File: config.mk
export PLATFORM = sky130hd
export DESIGN_NAME = imem_loader
export DESIGN_NICKNAME = d
export VERILOG_FILES = /design/src/rtl/imem_loader.sv
export SDC_FILE = /design/constraint.sdc
export NUM_CORES = 1
export LEC_CHECK = 0
export BUFFER_PORTS_ARGS = -buffer_cell sky130_fd_sc_hd__buf_2
export CAP_MARGIN = 10
export CORE_AREA = 3 3 124 66
export CTS_CLUSTER_DIAMETER = 40
export DETAILED_ROUTE_END_ITERATION = 12
export DIE_AREA = 0 0 127 69
export PLACE_DENSITY = 0.82
export SLEW_MARGIN = 0
export SYNTH_ARGS = -nofsm -noshare
export SYNTH_HDL_FRONTEND = slang
export SYNTH_SLANG_ARGS = --single-unit
File: constraint.sdc
create_clock -name clk -period 1.7 [get_ports clk]
set_input_delay 0.085 -clock clk [delete_from_list [all_inputs] [get_ports clk]]
set_output_delay 0.085 -clock clk [all_outputs]
set_load 0.02 [all_outputs]
File: src/rtl/imem_loader.sv
// Boot-time instruction-memory loader: frames a byte stream (A5, N, 4*N data bytes, XOR checksum),
// writes big-endian 32-bit words to consecutive addresses and releases the CPU reset on a clean load.
module imem_loader #(
    parameter int WIDTH  = 32,
    parameter int ADDR_W = 6
) (
    input  logic              clk,
    input  logic              arstn,
    input  logic [7:0]        rx_data,
    input  logic              rx_valid,
    output logic              rx_ready,
    output logic              imem_we,
    output logic [ADDR_W-1:0] imem_addr,
    output logic [WIDTH-1:0]  imem_wdata,
    output logic              cpu_rstn,
    output logic              done,
    output logic              err,
    output logic [ADDR_W:0]   word_count
);

    localparam int         DEPTH = 2 ** ADDR_W;
    localparam logic [7:0] SYNC_BYTE = 8'hA5;

    typedef enum logic [2:0] {
        S_SYNC,
        S_LEN,
        S_DATA,
        S_CSUM,
        S_DONE,
        S_ERR
    } state_t;

    state_t              state_q, state_d;
    logic                run_q;
    logic [1:0]          byte_cnt_q, byte_cnt_d;
    logic [ADDR_W:0]     word_cnt_q, word_cnt_d;
    logic [ADDR_W:0]     len_q, len_d;
    logic [7:0]          csum_q, csum_d;
    logic [WIDTH-9:0]    shift_q, shift_d;
    logic                we_q, we_d;
    logic [ADDR_W-1:0]   addr_q, addr_d;
    logic [WIDTH-1:0]    wdata_q, wdata_d;

    logic                accept;
    logic                len_bad;
    logic [ADDR_W:0]     word_inc;

    assign accept   = rx_valid & rx_ready;
    assign len_bad  = (rx_data == 8'h00) || (int'(rx_data) > DEPTH);
    assign word_inc = word_cnt_q + (ADDR_W+1)'(1);

    always_comb begin
        state_d    = state_q;
        byte_cnt_d = byte_cnt_q;
        word_cnt_d = word_cnt_q;
        len_d      = len_q;
        csum_d     = csum_q;
        shift_d    = shift_q;
        we_d       = 1'b0;
        addr_d     = addr_q;
        wdata_d    = wdata_q;

        case (state_q)
            S_SYNC: begin
                if (accept && rx_data == SYNC_BYTE) state_d = S_LEN;
            end
            S_LEN: begin
                if (accept) begin
                    if (len_bad) begin
                        state_d = S_ERR;
                    end else begin
                        len_d      = rx_data[ADDR_W:0];
                        word_cnt_d = '0;
                        byte_cnt_d = '0;
                        csum_d     = '0;
                        state_d    = S_DATA;
                    end
                end
            end
            S_DATA: begin
                if (accept) begin
                    csum_d     = csum_q ^ rx_data;
                    byte_cnt_d = byte_cnt_q + 2'd1;
                    if (byte_cnt_q == 2'd3) begin
                        // Fourth byte completes the word; the three earlier bytes sit in shift_q.
                        we_d       = 1'b1;
                        addr_d     = word_cnt_q[ADDR_W-1:0];
                        wdata_d    = {shift_q, rx_data};
                        word_cnt_d = word_inc;
                        if (word_inc == len_q) state_d = S_CSUM;
                    end else begin
                        shift_d = {shift_q[WIDTH-17:0], rx_data};
                    end
                end
            end
            S_CSUM: begin
                if (accept) state_d = (rx_data == csum_q) ? S_DONE : S_ERR;
            end
            S_DONE: begin
                state_d = S_DONE;
            end
            S_ERR: begin
                if (accept && rx_data == SYNC_BYTE) state_d = S_LEN;
            end
            default: state_d = S_SYNC;
        endcase
    end

    always_ff @(posedge clk) begin
        if (!arstn) begin
            state_q    <= S_SYNC;
            run_q      <= 1'b0;
            byte_cnt_q <= '0;
            word_cnt_q <= '0;
            len_q      <= '0;
            csum_q     <= '0;
            shift_q    <= '0;
            we_q       <= 1'b0;
            addr_q     <= '0;
            wdata_q    <= '0;
        end else begin
            state_q    <= state_d;
            run_q      <= 1'b1;
            byte_cnt_q <= byte_cnt_d;
            word_cnt_q <= word_cnt_d;
            len_q      <= len_d;
            csum_q     <= csum_d;
            shift_q    <= shift_d;
            we_q       <= we_d;
            addr_q     <= addr_d;
            wdata_q    <= wdata_d;
        end
    end

    // run_q keeps rx_ready low during reset and for the cycle it is released.
    assign rx_ready   = run_q && (state_q != S_DONE);
    assign imem_we    = we_q;
    assign imem_addr  = addr_q;
    assign imem_wdata = wdata_q;
    assign done       = (state_q == S_DONE);
    assign cpu_rstn   = (state_q == S_DONE);
    assign err        = (state_q == S_ERR);
    assign word_count = word_cnt_q;

endmodule

==> out/qor.tcl <==
set qor(die_area_mm2) 0.00876
set qor(p_switching_uw) 946
set qor(fp_rows) 22
set qor(cts_tree) {done}
set qor(synth_area_per_cell_um2) 7.93
set qor(synth_area_mm2) 0.00390
set qor(detailroute.via_count) 3549
set qor(drc_errors) 0
set qor(grt_remaining_overflow) 0
set qor(route.antenna.remaining_nets) 0
set qor(cts-resized-gates) 0
set qor(synthToLayoutAreaGrowth_pct) 21.7
set qor(fin_total_pwr_uw) 4310
set qor(worst_pin_slew_ns) 0.446
set qor(drt-initial-drc-count) 305
set qor(postCtsSetupRepairBufs) 0
set qor(holdPathEnd) {imem_wdata[5]}
set qor(worst_path_largest_cell_delay_ns) 0.49
set qor(postRouteWirelength_um) 9390
set qor(p_leak_uw) 0.00179
set qor(synth_cells) 492
set qor(fraction_of_final_layout_cells_sized_beyond_drive_strength_1) 0.215
set qor(first_global_vias) 3155
set qor(detail_route.first_pass.iterations) 5
set qor(cts_htree_levels) 3
set qor(synthArstFlopShare) 0
set qor(synth-seq-cells) 91
set qor(finish.utilization) 0.658
set qor(holdCritPathClass) {in -> reg}
set qor(min-delay-start) {rx_data[5]}
set qor(critical_path.startpoint_type) {flop}
set qor(final_hpwl_from_detailed_placement_um) 6210
set qor(insertion_delay_ns) 0.35
set qor(crit-reg2reg-launch) {word_count[2]}
set qor(crit_path_cell_trace) {nand3_1 -> or4_1 -> o211ai_1 -> o2111ai_1 -> a22oi_2}
set qor(worst_ep_required_time_ns) 1.98
set qor(antenna_found_initial) 0
set qor(globalplace.congestion) 0.928
set qor(clock_power_share) 0.471
set qor(post_cts_hold_buffer_count) 0
set qor(syn-num-nets) 505
set qor(global_route.usage.total) 0.215
set qor(die_y_um) 69
set qor(timing_hold_violations_final) 0
set qor(horizontal_extent_of_the_die_um) 127
set qor(clock_sink_count) 91
set qor(critPathTopFamily) {simple AND/OR/NAND/NOR gates}
set qor(finalSetupViolations) 0
set qor(fmax_mhz) 635
set qor(timing.final.max_slew_violations) 0
set qor(post-route-min-period_ns) 1.58
set qor(worst_r2r_path_depth) 5
set qor(synth.yosys.seq_area_share) 0.467
set qor(setup_repair_after_global_routing_missed_its_margin) {no}
set qor(power.density_cell_area_mw_per_mm2) 909
set qor(layout_worst_path_cycle_share) 0.927
set qor(via_count_normalized_by_instance_count) 5.43
set qor(coreArea_mm2) 0.00721
set qor(maxCapViolCount) 0
set qor(cp_data_arrival_time_ns) 1.86
set qor(largest_net_degree_at_the_start_of_global_routing) 35
set qor(setup-tns-final_ns) 0
set qor(hold-worst-slack_ns) 0.0431
set qor(crit_path_max_fanout) 10
set qor(finish.net_count) 565
set qor(slowest_stage) {or4_1}
set qor(diodes) 0
set qor(wl_per_cell_um) 14.4
set qor(combinationalPowerShare) 0.035
set qor(yosys.cell_types.count) 45
set qor(synth.yosys.warnings) 0
set qor(netSwitchingFraction) 0.219
set qor(synthFlopType) {dfxtp_1}
set qor(critPathBufInv) 0
set qor(reg2reg_slack_ns) 0.12
set qor(synth-edff-count) 0
set qor(run_status) {finished clean}
set qor(clkTransAtPathRegs_ns) 0.06
set qor(detailed_place.area_mm2) 0.00442
set qor(initial_utilization) 0.541
set qor(cts_buffer_depth) 2
set qor(endpoint_kind) {flop}
set qor(final_area_mm2) 0.00475
set qor(clock-skew-final_ns) 0.00572
set qor(regToRegEndpoint) {state_q[0]}
set qor(max-vdd-ir-drop_mv) 0.489
set qor(port_buffers) 60
set qor(cell_internal_pwr_uw) 3370
set qor(holdPathStages) 3
set qor(grt_pass1_wl_um) 15300
set qor(cts_made_buffers) 9
set qor(max-slew-margin-rel) 0.702
set qor(share_seq_of_total_power) 0.494
set qor(clock-root-buffer) {clkbuf_16}
set qor(boundaryPins) 61
set qor(critPathKind) {reg -> reg}
worst register-to-register path: stages, from the launching register on:
cell and delay, ns:
dfxtp_1 0.48, nand3_1 0.14, or4_1 0.49, o211ai_1 0.11, o2111ai_1 0.15, a22oi_2 0.14
routing by layer:
layer  part of all wire  wire (µm)  GRT usage
met5                  0          0          0
met4              0.017        155     0.0642
met3              0.075        709     0.0820
met2               0.45       4240      0.328
met1               0.46       4280      0.283
final cells by class:
type                            count  area, µm²
Clock buffer                       11        243
Clock inverter                      5       60.1
Fill cell                         592       2460
Inverter                            3       11.3
Multi-Input combinational cell    358       1910
Sequential cell                    91       1830
Tap cell                           96        120
Timing Repair Buffer               89        581
layout by cell type (no fill, tap or decap), drive strengths merged, types with 2 or more instances in the layout:
master and count:
a21oi 80, a31oi 4, and2 2, and2b 2
and3 4, and3b 2, buf 89, clkbuf 11
dfxtp 91, ha 2, inv 5, nand2 139
nand2b 3, nand3 24, nand3b 8, nand4 2
nor2 15, nor2b 4, nor3 7, nor3b 4
o2111ai 4, o21ai 12, o311a 2, o31ai 8
or2 3, or3 2, xnor2 14
cells in the mapped netlist (4+ instances only):
cell | number | share of area
a21oi_1 | 80 | 0.10
a31oi_1 | 4 | 0.0064
and3_1 | 4 | 0.0064
buf_2 | 19 | 0.024
clkbuf_1 | 19 | 0.018
dfxtp_1 | 91 | 0.47
nand2_1 | 139 | 0.13
nand3_1 | 24 | 0.031
nand3b_1 | 7 | 0.013
nor2_1 | 14 | 0.013
nor2b_1 | 4 | 0.0064
nor3_1 | 5 | 0.0064
nor3b_1 | 4 | 0.0077
o21ai_0 | 12 | 0.015
o31ai_1 | 8 | 0.015
xnor2_1 | 14 | 0.031
worst max path at each step:
stage                              from    endpoint  slack [ns]  depth (start not counted)
after floorplan           word_count[3]  state_q[0]        0.09                          6
after global placement    word_count[0]  state_q[0]        0.14                          6
after detailed placement  word_count[0]  state_q[0]        0.09                          6
after CTS                 word_count[0]  state_q[0]        0.05                          6
after global routing         state_q[1]  shift_q[0]       0.009                          6
final                     word_count[2]  state_q[0]        0.12                          5
cells by family (layout without fill, tap and decap cells):
| group | count (synthesis) | count (layout) | share of synthesized area |
|---|---|---|---|
| buffers and inverters | 43 | 108 | 0.0494 |
| AND/OR/NAND/NOR | 223 | 223 | 0.263 |
| XOR/XNOR | 15 | 15 | 0.0337 |
| flip-flops | 91 | 91 | 0.467 |
| AO/OA/AOI/OAI | 118 | 118 | 0.180 |
| adder cells (fa/ha/maj) | 2 | 2 | 0.00642 |
power by group through the flow:
stage	Combinational [µW]	Clock, µW	Sequential (µW)
after CTS	149	2060	2130
final	151	2030	2130
after detailed placement	147	0	2180
after global routing	161	2140	2130
after global placement	147	0	2180
after floorplan	89.2	0	2180
registers in the layout, indices dropped and copies added (netlist names):
register    flops
imem_wdata     32
shift_q        24
csum_q          8
len_q           7
word_count      7
imem_addr       6
state_q         3
byte_cnt_q      2
imem_we         1
run_q           1
through the flow:
step	instances	setup WS [ns]
6_report	653	0.124
2_1_floorplan	492	0.0857
4_1_cts	653	0.0512
3_5_place_dp	637	0.0870
3_3_place_gp	637	0.143
5_1_grt	653	0.00931
No activity file was read; power rests on OpenSTA's default activity.
